===== src/rtl/axil_reset_ctrl_regs_pkg.sv =====
// Shared constants and types for the reset-control register block.
// Holds bus widths, register word indices, AXI response codes and the
// per-domain reset sequencer state encoding.
package axil_reset_ctrl_pkg;

   localparam int unsigned ADDR_W = 12;
   localparam int unsigned DATA_W = 32;
   localparam int unsigned STRB_W = 4;
   localparam int unsigned RESP_W = 2;
   localparam int unsigned IDX_W  = 10;

   // Register word indices, compared against addr[11:2]
   localparam logic [IDX_W-1:0] REG_TIMESTAMP = 10'h000;
   localparam logic [IDX_W-1:0] REG_RESET     = 10'h001;
   localparam logic [IDX_W-1:0] REG_STATUS    = 10'h002;

   localparam logic [RESP_W-1:0] RESP_OKAY   = 2'b00;
   localparam logic [RESP_W-1:0] RESP_SLVERR = 2'b10;

   typedef enum logic [1:0] {
      IDLE      = 2'd0,
      ASSERT    = 2'd1,
      WAIT_DONE = 2'd2,
      DONE      = 2'd3
   } rst_state_t;

endpackage


===== src/rtl/axil_reset_ctrl_regs_if.sv =====
// AXI4-Lite channel bundle for the reset-control register block.
// Carries AW, W, B, AR and R channel signals; master drives requests,
// slave drives readies and responses.
interface axil_reset_ctrl_regs_if;
   import axil_reset_ctrl_pkg::*;

   logic              awvalid;
   logic              awready;
   logic [ADDR_W-1:0] awaddr;
   logic              wvalid;
   logic              wready;
   logic [DATA_W-1:0] wdata;
   logic [STRB_W-1:0] wstrb;
   logic              bvalid;
   logic              bready;
   logic [RESP_W-1:0] bresp;
   logic              arvalid;
   logic              arready;
   logic [ADDR_W-1:0] araddr;
   logic              rvalid;
   logic              rready;
   logic [DATA_W-1:0] rdata;
   logic [RESP_W-1:0] rresp;

   modport master (
      output awvalid, awaddr, wvalid, wdata, wstrb, bready, arvalid, araddr, rready,
      input  awready, wready, bvalid, bresp, arready, rvalid, rdata, rresp
   );

   modport slave (
      input  awvalid, awaddr, wvalid, wdata, wstrb, bready, arvalid, araddr, rready,
      output awready, wready, bvalid, bresp, arready, rvalid, rdata, rresp
   );

endinterface


===== src/rtl/axil_reset_ctrl_regs_fsm.sv =====
// Single reset-domain sequencer: assert for RESET_CYCLES, release, then
// wait for the domain's done level.
// Ports: clk, rst_n (async active-low), start (1-cycle request),
// mod_rst_done (domain done level), mod_rstn/busy/done (registered).
module reset_domain_fsm
   import axil_reset_ctrl_pkg::*;
#(
   parameter int unsigned RESET_CYCLES = 16
) (
   input  logic clk,
   input  logic rst_n,
   input  logic start,
   input  logic mod_rst_done,
   output logic mod_rstn,
   output logic busy,
   output logic done
);

   localparam int unsigned CNT_W = $clog2(RESET_CYCLES + 1);
   localparam logic [CNT_W-1:0] CNT_LAST = CNT_W'(RESET_CYCLES - 1);

   rst_state_t state, state_next;
   logic [CNT_W-1:0] cnt, cnt_next;
   logic mod_rstn_next, busy_next, done_next;

   // Reset parks the domain in ASSERT so a full sequence runs after release
   always_ff @(posedge clk or negedge rst_n) begin
      if (!rst_n) begin
         state    <= ASSERT;
         cnt      <= '0;
         mod_rstn <= 1'b0;
         busy     <= 1'b1;
         done     <= 1'b0;
      end else begin
         state    <= state_next;
         cnt      <= cnt_next;
         mod_rstn <= mod_rstn_next;
         busy     <= busy_next;
         done     <= done_next;
      end
   end

   // Next state; outputs are decoded from the next state so they register in step
   always_comb begin
      state_next = state;
      cnt_next   = cnt;
      case (state)
         IDLE, DONE: begin
            if (start) begin
               state_next = ASSERT;
               cnt_next   = '0;
            end
         end
         ASSERT: begin
            if (cnt == CNT_LAST) state_next = WAIT_DONE;
            else                 cnt_next   = cnt + CNT_W'(1);
         end
         WAIT_DONE: begin
            if (mod_rst_done) state_next = DONE;
         end
         default: state_next = IDLE;
      endcase
      mod_rstn_next = (state_next != ASSERT);
      busy_next     = (state_next == ASSERT) || (state_next == WAIT_DONE);
      done_next     = (state_next == DONE);
   end

endmodule


===== src/rtl/axil_reset_ctrl_regs.sv =====
// AXI4-Lite responder for the reset-control register space.
// Ports: axil_aclk, axil_aresetn (async active-low), s_axil (AXI-Lite slave
// bundle), mod_rstn (per-domain active-low reset), mod_rst_done (per-domain
// done level, already synchronous to axil_aclk).
// Registers: 0x000 TIMESTAMP (RO), 0x004 RESET (W1 start / R busy),
// 0x008 STATUS (RO done); other offsets respond SLVERR.
module axil_reset_ctrl_regs
   import axil_reset_ctrl_pkg::*;
#(
   parameter int unsigned       NUM_DOMAIN      = 3,
   parameter int unsigned       RESET_CYCLES    = 16,
   parameter logic [DATA_W-1:0] BUILD_TIMESTAMP = 32'h01010000
) (
   input  logic                  axil_aclk,
   input  logic                  axil_aresetn,
   axil_reset_ctrl_regs_if.slave s_axil,
   output logic [NUM_DOMAIN-1:0] mod_rstn,
   input  logic [NUM_DOMAIN-1:0] mod_rst_done
);

   logic [IDX_W-1:0]      wr_idx;
   logic [NUM_DOMAIN-1:0] wr_bits;
   logic [NUM_DOMAIN-1:0] strb_mask_c;
   logic [NUM_DOMAIN-1:0] start_c;
   logic [NUM_DOMAIN-1:0] busy;
   logic [NUM_DOMAIN-1:0] done;
   logic                  wr_fire_c;
   logic [RESP_W-1:0]     wr_resp_c;
   logic [IDX_W-1:0]      rd_idx_c;
   logic [DATA_W-1:0]     rd_data_c;
   logic [RESP_W-1:0]     rd_resp_c;
   logic                  unused_bits;

   assign unused_bits = ^{s_axil.awaddr[1:0], s_axil.araddr[1:0], s_axil.wdata, s_axil.wstrb};

   // Byte strobe covering each domain bit
   always_comb begin
      strb_mask_c = '0;
      for (int i = 0; i < int'(NUM_DOMAIN); i++) strb_mask_c[i] = s_axil.wstrb[i/8];
   end

   // A dropped ready means that channel is captured; fire once both are held
   assign wr_fire_c = !s_axil.awready && !s_axil.wready && !s_axil.bvalid;
   assign wr_resp_c = (wr_idx == REG_TIMESTAMP || wr_idx == REG_RESET || wr_idx == REG_STATUS)
                      ? RESP_OKAY : RESP_SLVERR;
   // Busy domains mask out their start bit so a running sequence is never restarted
   assign start_c   = (wr_fire_c && wr_idx == REG_RESET) ? (wr_bits & ~busy) : '0;

   // Write channel: independent AW/W capture, single outstanding response
   always_ff @(posedge axil_aclk or negedge axil_aresetn) begin
      if (!axil_aresetn) begin
         s_axil.awready <= 1'b1;
         s_axil.wready  <= 1'b1;
         s_axil.bvalid  <= 1'b0;
         s_axil.bresp   <= RESP_OKAY;
         wr_idx         <= '0;
         wr_bits        <= '0;
      end else begin
         if (s_axil.awvalid && s_axil.awready) begin
            wr_idx         <= s_axil.awaddr[ADDR_W-1:2];
            s_axil.awready <= 1'b0;
         end
         if (s_axil.wvalid && s_axil.wready) begin
            wr_bits       <= s_axil.wdata[NUM_DOMAIN-1:0] & strb_mask_c;
            s_axil.wready <= 1'b0;
         end
         if (wr_fire_c) begin
            s_axil.bvalid <= 1'b1;
            s_axil.bresp  <= wr_resp_c;
         end else if (s_axil.bvalid && s_axil.bready) begin
            s_axil.bvalid  <= 1'b0;
            s_axil.awready <= 1'b1;
            s_axil.wready  <= 1'b1;
         end
      end
   end

   // Read mux on the live address; sampled into rdata at the AR handshake
   assign rd_idx_c = s_axil.araddr[ADDR_W-1:2];
   always_comb begin
      rd_data_c = '0;
      rd_resp_c = RESP_OKAY;
      case (rd_idx_c)
         REG_TIMESTAMP: rd_data_c = BUILD_TIMESTAMP;
         REG_RESET:     rd_data_c = DATA_W'(busy);
         REG_STATUS:    rd_data_c = DATA_W'(done);
         default:       rd_resp_c = RESP_SLVERR;
      endcase
   end

   // Read channel: one outstanding read, response held until rready
   always_ff @(posedge axil_aclk or negedge axil_aresetn) begin
      if (!axil_aresetn) begin
         s_axil.arready <= 1'b1;
         s_axil.rvalid  <= 1'b0;
         s_axil.rdata   <= '0;
         s_axil.rresp   <= RESP_OKAY;
      end else begin
         if (s_axil.arvalid && s_axil.arready) begin
            s_axil.arready <= 1'b0;
            s_axil.rvalid  <= 1'b1;
            s_axil.rdata   <= rd_data_c;
            s_axil.rresp   <= rd_resp_c;
         end else if (s_axil.rvalid && s_axil.rready) begin
            s_axil.rvalid  <= 1'b0;
            s_axil.arready <= 1'b1;
         end
      end
   end

   // One sequencer per reset domain
   for (genvar g = 0; g < int'(NUM_DOMAIN); g++) begin : g_dom
      reset_domain_fsm #(
         .RESET_CYCLES (RESET_CYCLES)
      ) u_fsm (
         .clk          (axil_aclk),
         .rst_n        (axil_aresetn),
         .start        (start_c[g]),
         .mod_rst_done (mod_rst_done[g]),
         .mod_rstn     (mod_rstn[g]),
         .busy         (busy[g]),
         .done         (done[g])
      );
   end

endmodule


===== src/flat_wrapper.sv =====
// flat-port wrapper written by rule: the top's interface ports become plain ports
module axil_reset_ctrl_regs_flat import axil_reset_ctrl_pkg::*;
#(
   parameter int unsigned       NUM_DOMAIN      = 3,
   parameter int unsigned       RESET_CYCLES    = 16,
   parameter logic [DATA_W-1:0] BUILD_TIMESTAMP = 32'h01010000
)
  (axil_aclk, axil_aresetn, mod_rstn, mod_rst_done, s_axil_awvalid, s_axil_awaddr, s_axil_wvalid, s_axil_wdata, s_axil_wstrb, s_axil_bready, s_axil_arvalid, s_axil_araddr, s_axil_rready, s_axil_awready, s_axil_wready, s_axil_bvalid, s_axil_bresp, s_axil_arready, s_axil_rvalid, s_axil_rdata, s_axil_rresp);
  axil_reset_ctrl_regs_if s_axil_i ();
  input  logic axil_aclk;
  input  logic axil_aresetn;
  output logic [NUM_DOMAIN-1:0] mod_rstn;
  input  logic [NUM_DOMAIN-1:0] mod_rst_done;
  input wire logic [$bits(s_axil_i.awvalid)-1:0] s_axil_awvalid;
  input wire logic [$bits(s_axil_i.awaddr)-1:0] s_axil_awaddr;
  input wire logic [$bits(s_axil_i.wvalid)-1:0] s_axil_wvalid;
  input wire logic [$bits(s_axil_i.wdata)-1:0] s_axil_wdata;
  input wire logic [$bits(s_axil_i.wstrb)-1:0] s_axil_wstrb;
  input wire logic [$bits(s_axil_i.bready)-1:0] s_axil_bready;
  input wire logic [$bits(s_axil_i.arvalid)-1:0] s_axil_arvalid;
  input wire logic [$bits(s_axil_i.araddr)-1:0] s_axil_araddr;
  input wire logic [$bits(s_axil_i.rready)-1:0] s_axil_rready;
  output wire logic [$bits(s_axil_i.awready)-1:0] s_axil_awready;
  output wire logic [$bits(s_axil_i.wready)-1:0] s_axil_wready;
  output wire logic [$bits(s_axil_i.bvalid)-1:0] s_axil_bvalid;
  output wire logic [$bits(s_axil_i.bresp)-1:0] s_axil_bresp;
  output wire logic [$bits(s_axil_i.arready)-1:0] s_axil_arready;
  output wire logic [$bits(s_axil_i.rvalid)-1:0] s_axil_rvalid;
  output wire logic [$bits(s_axil_i.rdata)-1:0] s_axil_rdata;
  output wire logic [$bits(s_axil_i.rresp)-1:0] s_axil_rresp;
  assign s_axil_i.awvalid = s_axil_awvalid;
  assign s_axil_i.awaddr = s_axil_awaddr;
  assign s_axil_i.wvalid = s_axil_wvalid;
  assign s_axil_i.wdata = s_axil_wdata;
  assign s_axil_i.wstrb = s_axil_wstrb;
  assign s_axil_i.bready = s_axil_bready;
  assign s_axil_i.arvalid = s_axil_arvalid;
  assign s_axil_i.araddr = s_axil_araddr;
  assign s_axil_i.rready = s_axil_rready;
  assign s_axil_awready = s_axil_i.awready;
  assign s_axil_wready = s_axil_i.wready;
  assign s_axil_bvalid = s_axil_i.bvalid;
  assign s_axil_bresp = s_axil_i.bresp;
  assign s_axil_arready = s_axil_i.arready;
  assign s_axil_rvalid = s_axil_i.rvalid;
  assign s_axil_rdata = s_axil_i.rdata;
  assign s_axil_rresp = s_axil_i.rresp;
  axil_reset_ctrl_regs #(.NUM_DOMAIN(NUM_DOMAIN), .RESET_CYCLES(RESET_CYCLES), .BUILD_TIMESTAMP(BUILD_TIMESTAMP)) u_core (.axil_aclk(axil_aclk), .axil_aresetn(axil_aresetn), .s_axil(s_axil_i), .mod_rstn(mod_rstn), .mod_rst_done(mod_rst_done));
endmodule

===== config.mk =====
export PLATFORM = sky130hd
export DESIGN_NAME = axil_reset_ctrl_regs_flat
export DESIGN_NICKNAME = d
export VERILOG_FILES = /design/src/rtl/axil_reset_ctrl_regs_pkg.sv /design/src/rtl/axil_reset_ctrl_regs_if.sv /design/src/rtl/axil_reset_ctrl_regs_fsm.sv /design/src/rtl/axil_reset_ctrl_regs.sv /design/src/flat_wrapper.sv
export SDC_FILE = /design/constraint.sdc
export NUM_CORES = 1
export LEC_CHECK = 0
export CORE_MARGIN = 3
export CORE_UTILIZATION = 40
export DETAILED_ROUTE_END_ITERATION = 10
export DONT_BUFFER_PORTS = 1
export GPL_TIMING_DRIVEN = 0
export HOLD_SLACK_MARGIN = 0.12
export PLACE_DENSITY = 0.53
export SLEW_MARGIN = 25
export SYNTH_ARGS = -nofsm -noshare
export SYNTH_HDL_FRONTEND = slang
export SYNTH_SLANG_ARGS = --single-unit

===== constraint.sdc =====
create_clock -name axil_aclk -period 2.75 [get_ports axil_aclk]
set_clock_uncertainty 0.15 [all_clocks]
set_input_delay 0.275 -clock axil_aclk [delete_from_list [all_inputs] [get_ports axil_aclk]]
set_output_delay 0.275 -clock axil_aclk [all_outputs]
set_load 0.01 [all_outputs]

==> flow_summary.yaml, run 1 <==
power_and_ir_drop:
  ir_worst_vdd_v: 0.0004110
  power_uw: 2893
  pwr_density_cell_mw_per_mm2: 767.9
  p_leak_uw: 0.001836
timing:
  finalSetupTns_ns: 0
  min_period_over_period_pct: 89.91
  worst_pin_slew_ns: 0.6198
  relSlewSlack_pct: 58.24
  rsz0062_at_grt: "false"
  clock.fmax_ghz: 0.4044
  fin_crit_ns: 2.473
  fin_ws_ns: 0.2774
  final-setup-viol-count: 0
  hold_violations: 0
  drv_slew: 0
worst_hold_path:
  min_from: "s_axil_araddr[6]"
  hold_end: "u_core.s_axil.rresp[1]$_DFFE_PN0P_"
  min-delay-path-class: "primary input to flip-flop"
  hold_path_depth: 4
setup_path:
  reg2regPathDepth: 5
  required_ns: 2.80
  regToRegEndpoint: "u_core.g_dom[0].u_fsm.cnt[0]$_DFFE_PN0P_"
  worstPathMaxFanout: 8
  cp-end-kind: "flip-flop"
  reg2reg_setup_slack_ns: 0.28
  reg2reg_from: "u_core.wr_idx[3]$_DFFE_PN0P_"
  crit_type: "flip-flop to flip-flop"
  worstPathArrival_ns: 2.52
  startpoint_type: "flip-flop"
floorplan:
  die-height_um: 94.40
  die_x_um: 94.40
  die_area_mm2: 0.008910
  design.core.area_mm2: 0.007408
  initial_core_util_pct: 42.19
  std_cell_rows: 31
  io_pins: 114
drt:
  vias_per_cell: 5.019
  routed_wl_um: 6049
  drc: 0
  drt_first_pass_iters: 5
  antenna_left: 0
  dr_total_vias: 2339
  post_drt_wl_per_cell_um: 12.98
  dr.first_iter.drc_count: 72
placement:
  dpl_cell_area_mm2: 0.003354
  gp_congestion: 0.7195
  dp_slack_ns: 0.2348
  port_buffers: 0
  hpwl_um: 4172
  dp.cells: 430
cells_and_area:
  stdcell_area_mm2: 0.003767
  synthToLayoutAreaGrowth_pct: 20.54
  layout.cells.non_filler: 466
  antenna_cells: 0
  fillers: 665
  drive_above_1_share_pct: 20.44
  most-common-layout-cells: "dfrtp_1, buf_4, conb_1"
  seqCellArea_mm2: 0.001363
  layout_commonest_cell: "dfrtp_1"
  multi_input_area_mm2: 0.001505
  nNetsFinal: 453
clock_network:
  clock-root-buffer: "clkbuf_8"
  clkTransAtPathRegs_ns: 0.09
  numCtsBuffers: 5
  postCtsSetupBuffers: 0
  htree_num_levels: 2
  cts_max_path_buffers: 2
  insertion_delay_ns: 0.31
  cts_tree: "built"
  cts_sinks: 54
job:
  drv_cap: 0
global_routing:
  antenna_found_initial: 0
  grt_pass1_vias: 2299
  grt_pass1_wl_um: 10400
  grt_max_degree: 55
  grt-ovfl-total: 0
  track_usage_pct: 14.61
synthesis:
  ys_seq_elements: 54
  synth_area_mm2: 0.003125
  synth_edf_count: 0
  yosys_warnings: 0
  netlist-cell-type-count: 45
  ys.flop_type: "dfrtp_1"
  netlist_instances: 303
  postSynthAreaPerCell_um2: 10.32
  ys_seq_area_share_pct: 43.59
  async_reset_ff_share_pct: 100.0
run_status:
  status: "finished, final reports clean"
==> worst max-delay path, stage by stage (launching register included) <==
cell and delay (ns):
dfrtp_1 0.38, or4_1 0.53, buf_4 0.20, o41ai_4 0.54, o21ai_2 0.18, a221o_1 0.38
==> worst max-delay path by stage <==
stage                                       from                                       end  slack (ns)  cells past startpoint
floorplan           u_core.wr_idx[7]$_DFFE_PN0P_  u_core.g_dom[0].u_fsm.cnt[0]$_DFFE_PN0P_        0.51                      5
global placement    u_core.wr_idx[3]$_DFFE_PN0P_  u_core.g_dom[0].u_fsm.cnt[3]$_DFFE_PN0P_        0.27                      5
detailed placement  u_core.wr_idx[3]$_DFFE_PN0P_      u_core.g_dom[2].u_fsm.busy$_DFF_PN1_        0.23                      7
CTS                 u_core.wr_idx[3]$_DFFE_PN0P_      u_core.g_dom[2].u_fsm.busy$_DFF_PN1_        0.19                      7
global route        u_core.wr_idx[2]$_DFFE_PN0P_      u_core.g_dom[2].u_fsm.busy$_DFF_PN1_        0.14                      7
finish              u_core.wr_idx[3]$_DFFE_PN0P_  u_core.g_dom[0].u_fsm.cnt[0]$_DFFE_PN0P_        0.28                      5
==> cells by family after synthesis <==
family                     count (synthesis)  synth area share (%)
and+or+nand+nor                           84                 14.45
AOI/OAI and AO/OA                         74                 19.30
buffers and inverters                     62                 11.81
DFF                                       54                 43.59
adders and majority gates                 17                 6.805
muxes                                     11                 3.923
other                                      1                0.1200
==> sequential cells by signal, indices dropped and copies added, names as in the netlist, 3 cells and up <==
register,count
u_core.wr_idx,10
u_core.s_axil.rdata,4
u_core.g_dom.u_fsm.cnt,15
u_core.g_dom.u_fsm.state,6
u_core.g_dom.u_fsm.busy,3
u_core.wr_bits,3
u_core.g_dom.u_fsm.mod_rstn,3
u_core.g_dom.u_fsm.done,3
==> routing by layer <==
layer	wire, um	up-vias	track usage (%)	share of wire (%)
met1	2772	1096	18.87	46
met5	0	-	0	0
met2	2734	81	24.05	45
met3	462	7	3.506	7.6
met4	79	0	4.934	1.3
li1	-	1155	-	-
==> synthesized netlist by cell type, types with 5 or more instances <==
library cell | instances | area (um^2)
inv_1 | 23 | 86.33
nand2_1 | 24 | 90.09
nor2_1 | 11 | 41.29
ha_1 | 17 | 212.7
dfrtp_1 | 45 | 1126
nor2b_1 | 6 | 37.54
buf_4 | 34 | 255.2
o21ai_0 | 14 | 70.07
a221o_1 | 8 | 80.08
dfstp_2 | 9 | 236.5
and3_1 | 12 | 75.07
a21o_1 | 7 | 52.55
mux2_2 | 10 | 112.6
nor4_1 | 5 | 31.28
nor3_1 | 6 | 30.03
a21oi_1 | 8 | 40.04
a22o_1 | 8 | 70.07
==> per-stage QoR <==
step           hold slack, ns  util [%]
5_1_grt                0.1974     50.85
3_3_place_gp          -0.1687     45.28
6_report               0.1437     50.85
3_5_place_dp          -0.1689     45.28
4_1_cts                0.1233     50.77
2_1_floorplan         -0.1706         -
==> layout make-up <==
type                    count  area share (%)
flip-flops and latches     54           36.17
plain buffers              39           7.506
inverters                  23           2.292
well taps                  99           3.288
repair buffers             28           7.904
clock buffers               5           1.827
clock inverters             3           1.063
multi-input cells         215           39.95
==> where the power goes <==
part           switching, uW  internal, uW
registers                207          1070
clock network            259           268
logic                    593           492
==> timing repair <==
| action | CTS | global route |
|---|---|---|
| hold endpoints to repair | 75 | 0 |
| gates resized for setup | 0 | 1 |
| hold buffers | 28 | 0 |
| endpoints found under the setup margin | 0 | 1 |
No activity file was read; power rests on OpenSTA's default activity.
==> run 2: changes to the inputs <==
--- a/config.mk
+++ b/config.mk
@@ -5,8 +5,10 @@
 export SDC_FILE = /design/constraint.sdc
 export NUM_CORES = 1
 export LEC_CHECK = 0
+export ABC_AREA = 1
 export CORE_MARGIN = 3
 export CORE_UTILIZATION = 40
+export CTS_CLUSTER_DIAMETER = 30
 export DETAILED_ROUTE_END_ITERATION = 10
 export DONT_BUFFER_PORTS = 1
 export GPL_TIMING_DRIVEN = 0
@@ -15,4 +17,5 @@
 export SLEW_MARGIN = 25
 export SYNTH_ARGS = -nofsm -noshare
 export SYNTH_HDL_FRONTEND = slang
+export SYNTH_HIERARCHICAL = 1
 export SYNTH_SLANG_ARGS = --single-unit
==> flow_summary.yaml, run 2 <==
run_status:
  status: "finished, final reports clean"
drt:
  dr_total_vias: 2210
  vias_per_cell: 4.483
  drt_first_pass_iters: 4
  drc: 0
  post_drt_wl_per_cell_um: 11.10
  routed_wl_um: 5470
  dr.first_iter.drc_count: 80
  antenna_left: 0
global_routing:
  grt-ovfl-total: 0
  grt_pass1_vias: 2147
  grt_max_degree: 55
  track_usage_pct: 13.89
  antenna_found_initial: 0
  grt_pass1_wl_um: 9611
setup_path:
  worstPathArrival_ns: 2.15
  crit_path_start: "u_core/s_axil.awready$_DFF_PN1_"
  path_common_cell: "inv_1"
  crit_cells: 11
  reg2reg_from: "u_core/s_axil.awready$_DFF_PN1_"
  path_cells: "inv_1, nand3_1, nor2_1, nand2_1, nor3b_1, nor2_1, inv_2, o21ai_1, inv_1, ha_1, inv_1"
  critPathMaxStageDelay_ns: 0.58
  crit_end: "u_core/g_dom[1].u_fsm/busy$_DFF_PN1_"
  worstPathMaxFanout: 4
  regToRegEndpoint: "u_core/g_dom[1].u_fsm/busy$_DFF_PN1_"
  slowest_stage: "dfstp_2"
  startpoint_type: "flip-flop"
  path_delay_family: "flip-flops"
  reg2regPathDepth: 11
  cp-end-kind: "flip-flop"
  critPathBufInv: 4
  crit_type: "flip-flop to flip-flop"
  required_ns: 2.85
  reg2reg_setup_slack_ns: 0.70
power_and_ir_drop:
  power_uw: 3106
  p_leak_uw: 0.001771
  pwr_density_cell_mw_per_mm2: 868.2
  ir_worst_vdd_v: 0.0004387
timing:
  hold_violations: 0
  min_period_over_period_pct: 74.52
  clock.fmax_ghz: 0.4879
  rsz0062_at_grt: "false"
  finalSetupTns_ns: 0
  final-setup-viol-count: 0
  holdWs_ns: 0.1409
  fin_crit_ns: 2.049
  drv_slew: 0
floorplan:
  io_pins: 114
  design.core.area_mm2: 0.006944
  die-height_um: 91.70
  die_area_mm2: 0.008409
  std_cell_rows: 30
  die_x_um: 91.70
  initial_core_util_pct: 42.31
clock_network:
  cts_sinks: 54
  cts_max_path_buffers: 2
  numCtsBuffers: 5
  clock-root-buffer: "clkbuf_8"
  cts_tree: "built"
  clkTransAtPathRegs_ns: 0.09
  insertion_delay_ns: 0.30
  htree_num_levels: 2
synthesis:
  yosysTopAreaCellShare_pct: 38.33
  netlist-cell-type-count: 24
  postSynthAreaPerCell_um2: 8.849
  synthTopCellsByArea: "dfrtp_1, dfstp_2, buf_4, ha_1, nand2_1"
  synth_area_mm2: 0.002938
  netlist_instances: 332
  yosysTopAreaCell: "dfrtp_1"
  ys.flop_type: "dfrtp_1"
  yosys_warnings: 6
  ys_seq_area_share_pct: 46.38
  ys_seq_elements: 54
  synthTopCellsByCount: "nand2_1, dfrtp_1, inv_1, buf_4, nand3_1"
  synth_edf_count: 0
  yosysMostFrequentCell: "nand2_1"
  async_reset_ff_share_pct: 100.0
cells_and_area:
  largest_register_ffs: 15
  seqCellArea_mm2: 0.001363
  nNetsFinal: 484
  largest_register: "u_core/g_dom.u_fsm/cnt"
  fillers: 674
  multi_input_area_mm2: 0.001247
  most-common-layout-cells: "nand2_1, dfrtp_1, inv_1"
  antenna_cells: 0
  synthToLayoutAreaGrowth_pct: 21.76
  top_regs: "u_core/g_dom.u_fsm/cnt x15, u_core/wr_idx x10, u_core/g_dom.u_fsm/state x6"
  layout_commonest_cell: "nand2_1"
  stdcell_area_mm2: 0.003577
  drive_above_1_share_pct: 20.65
job:
  drv_cap: 0
placement:
  hpwl_um: 3894
  gp_congestion: 0.7192
  dpl_cell_area_mm2: 0.003163
  port_buffers: 0
worst_hold_path:
  min-delay-path-class: "primary input to flip-flop"
run 2: kinds of logic after synthesis:
family,synth area share [%]
simple gates,18.65
buf+inv,14.74
flops,46.38
compound gates,8.986
fa+ha+maj,7.666
mux,3.450
other cells,0.1276
run 2: final cells by class:
type / instances / share of cell area [%]
plain buffers: 34 / 7.380
clock buffers: 7 / 2.134
clock inverters: 1 / 0.8395
inverters: 45 / 4.722
multi-input cells: 227 / 34.87
flip-flops and latches: 54 / 38.09
well taps: 96 / 3.358
repair buffers: 29 / 8.604
run 2: what timing repair did:
action | in CTS | in global routing
hold endpoints to repair | 81 | 0
setup buffers | 0 | 0
gates resized for setup | 0 | 0
hold buffers | 29 | 0
run 2: worst min-delay path by stage:
| stage | start | end | slack (ns) | cells past startpoint |
|---|---|---|---|---|
| 2_1_floorplan | axil_aresetn | u_core/g_dom[0].u_fsm/cnt[0]$_DFFE_PN0P_ | -0.17 | 0 |
| 5_1_grt | s_axil_araddr[2] | u_core/s_axil.rresp[1]$_DFFE_PN0P_ | 0.16 | 3 |
| 4_1_cts | mod_rst_done[0] | u_core/g_dom[0].u_fsm/state[0]$_DFF_PN1_ | 0.12 | 4 |
| 6_report | mod_rst_done[0] | u_core/g_dom[0].u_fsm/state[0]$_DFF_PN1_ | 0.14 | 4 |
| 3_3_place_gp | axil_aresetn | u_core/g_dom[2].u_fsm/cnt[0]$_DFFE_PN0P_ | -0.17 | 0 |
| 3_5_place_dp | axil_aresetn | u_core/g_dom[2].u_fsm/cnt[3]$_DFFE_PN0P_ | -0.17 | 0 |
run 2: metrics by stage:
step | std cells | setup slack, ns | util (%)
after floorplan | 360 | 0.9634 | -
after global placement | 456 | 0.7094 | 45.55
after detailed placement | 456 | 0.7299 | 45.55
after CTS | 493 | 0.6981 | 51.51
after global routing | 493 | 0.5101 | 51.51
final | 493 | 0.7006 | 51.51
run 2: per-layer routing:
| layer | track usage, % | wire, um |
|---|---|---|
| met5 | 0 | 0 |
| met4 | 4.208 | 89 |
| met3 | 3.938 | 404 |
| met2 | 22.28 | 2457 |
| met1 | 18.24 | 2519 |
run 2: worst min-delay path, stage by stage:
cell and delay [ns]:
o21ai_0 0.08, nand3_1 0.07, o21ai_1 0.08, inv_1 0.06
run 2: power breakdown:
group | internal, uW | total (uW) | switching (uW)
registers | 1120 | 1360 | 235
logic | 516 | 1230 | 715
clock network | 273 | 517 | 244
==> run 3: changes to the inputs <==
--- a/config.mk
+++ b/config.mk
@@ -13,7 +13,7 @@
 export DONT_BUFFER_PORTS = 1
 export GPL_TIMING_DRIVEN = 0
 export HOLD_SLACK_MARGIN = 0.12
-export PLACE_DENSITY = 0.53
+export PLACE_DENSITY = 0.55
 export SLEW_MARGIN = 25
 export SYNTH_ARGS = -nofsm -noshare
 export SYNTH_HDL_FRONTEND = slang
==> constraint.sdc (replaced) <==
create_clock -name axil_aclk -period 1.8 [get_ports axil_aclk]
set_clock_uncertainty 0.15 [all_clocks]
set_input_delay 0.18 -clock axil_aclk [delete_from_list [all_inputs] [get_ports axil_aclk]]
set_output_delay 0.18 -clock axil_aclk [all_outputs]
set_load 0.01 [all_outputs]
==> flow_summary.yaml, run 3 (synthesis gave the netlist of run 2 again) <==
clock_network:
  cts_tree: "built"
  htree_num_levels: 2
  clkTransAtPathRegs_ns: 0.10
  cts_sinks: 54
  insertion_delay_ns: 0.30
  numCtsBuffers: 5
  cts_max_path_buffers: 2
  clock-root-buffer: "clkbuf_8"
floorplan:
  die-height_um: 91.70
  design.core.area_mm2: 0.006944
  die_area_mm2: 0.008409
  io_pins: 114
  std_cell_rows: 30
  initial_core_util_pct: 42.31
  die_x_um: 91.70
drt:
  routed_wl_um: 5712
  drc: 0
  drt_first_pass_iters: 4
  dr.first_iter.drc_count: 104
  antenna_left: 0
  vias_per_cell: 4.467
  post_drt_wl_per_cell_um: 11.24
  dr_total_vias: 2269
cells_and_area:
  final_util_pct: 56.40
  nNetsFinal: 500
  stdcell_area_mm2: 0.003916
  largest_register_ffs: 15
  layout_commonest_cell: "nand2_1"
  largest_register: "u_core/g_dom.u_fsm/cnt"
  drive_above_1_share_pct: 37.62
  fillers: 622
  most-common-layout-cells: "nand2_1, buf_4, dfrtp_1"
  antenna_cells: 0
  synthToLayoutAreaGrowth_pct: 33.31
  top_regs: "u_core/g_dom.u_fsm/cnt x15, u_core/wr_idx x10, u_core/g_dom.u_fsm/state x6"
  layout.cells.non_filler: 508
timing:
  fin_ws_ns: -0.1454
  final-setup-viol-count: 14
  hold_violations: 0
  clock.fmax_ghz: 0.5140
  drv_slew: 0
  fin_crit_ns: 1.945
  rsz0062_at_grt: "true"
  finalSetupTns_ns: -0.6111
  min_period_over_period_pct: 108.1
setup_path:
  worstPathMaxFanout: 4
  cp-end-kind: "flip-flop"
  crit_type: "flip-flop to flip-flop"
  required_ns: 1.90
  startpoint_type: "flip-flop"
  worstPathArrival_ns: 2.04
  crit_path_start: "u_core/s_axil.awready$_DFF_PN1_"
  reg2reg_from: "u_core/s_axil.awready$_DFF_PN1_"
placement:
  dp.cells: 456
  hpwl_um: 3889
  gp_congestion: 0.7376
  dpl_cell_area_mm2: 0.003163
  port_buffers: 0
  dp_slack_ns: -0.2334
run_status:
  status: "finished with violations"
  violations: "negative setup slack"
global_routing:
  grt_pass1_vias: 2111
  grt_max_degree: 55
  grt_pass1_wl_um: 9611
  antenna_found_initial: 0
  track_usage_pct: 13.72
  grt-ovfl-total: 0
worst_hold_path:
  min-delay-path-class: "primary input to flip-flop"
  min_from: "s_axil_araddr[10]"
job:
  drv_cap: 0
power_and_ir_drop:
  ir_worst_vdd_v: 0.0005781
  p_leak_uw: 0.001873
  pwr_density_cell_mw_per_mm2: 1425
## run 3: final timing paths
path / endpoint / slack [ns] / cells after the start
setup / recovery: u_core/g_dom[0].u_fsm/busy$_DFF_PN1_ / -0.15 / 11
hold / removal: u_core/s_axil.rdata[0]$_DFFE_PN0P_ / 0.14 / 7
setup reg to reg: u_core/g_dom[0].u_fsm/busy$_DFF_PN1_ / -0.15 / 11
hold reg to reg: u_core/wr_bits[2]$_DFFE_PN0P_ / 0.34 / 2
max in group asynchronous: u_core/g_dom[0].u_fsm/state[0]$_DFF_PN1_ / 0.96 / 2
min in group asynchronous: u_core/g_dom[1].u_fsm/state[1]$_DFF_PN0_ / 0.26 / 2
## run 3: worst max-delay path: stages, from the launching register on
cell and delay (ns):
dfstp_2 0.59, inv_2 0.06, nand3_2 0.09, nor2_2 0.04, nand2_2 0.11, nor3b_2 0.07, nor2_1 0.14, inv_2 0.09
o21ai_2 0.17, inv_2 0.09, ha_4 0.26, inv_1 0.03
## run 3: layout make-up
type	count	area (um^2)	area share, %
clock inverter	2	13.76	0.3514
tap	96	120.1	3.067
timing repair buffer	45	435.4	11.12
clock buffer	5	68.82	1.757
inverter	45	168.9	4.313
multi-input combinational	227	1481	37.83
buffer	34	264.0	6.741
sequential	54	1364	34.82
## run 3: where the power goes
part	total (uW)	internal [uW]	switching, uW	leakage (uW)
logic	2880	1290	1590	0.00116
clock network	660	270	390	0.0000444
registers	2040	1720	328	0.000667
total	5580	3280	2310	0.00187
## run 3: per-stage QoR
step | hold slack [ns] | total power, uW
2_1_floorplan | -0.2656 | 3512
3_3_place_gp | -0.2641 | 3849
3_5_place_dp | -0.2641 | 3888
4_1_cts | 0.1312 | 5015
5_1_grt | 0.1699 | 6078
6_report | 0.1354 | 5582
## run 3: timing repair
item / CTS / global route
pin swaps: 13 / 29
setup buffers: 10 / 6
hold buffers: 29 / 0
endpoints found under the hold margin: 83 / 0
cloned: 0 / 0
gates resized for setup: 16 / 52
endpoints found under the setup margin: 24 / 25
## run 3: layer usage
layer | global-route usage [%] | wire [um]
met1 | 17.84 | 2522
met2 | 22.76 | 2709
met3 | 3.938 | 435
met4 | 2.970 | 44
met5 | 0 | 0
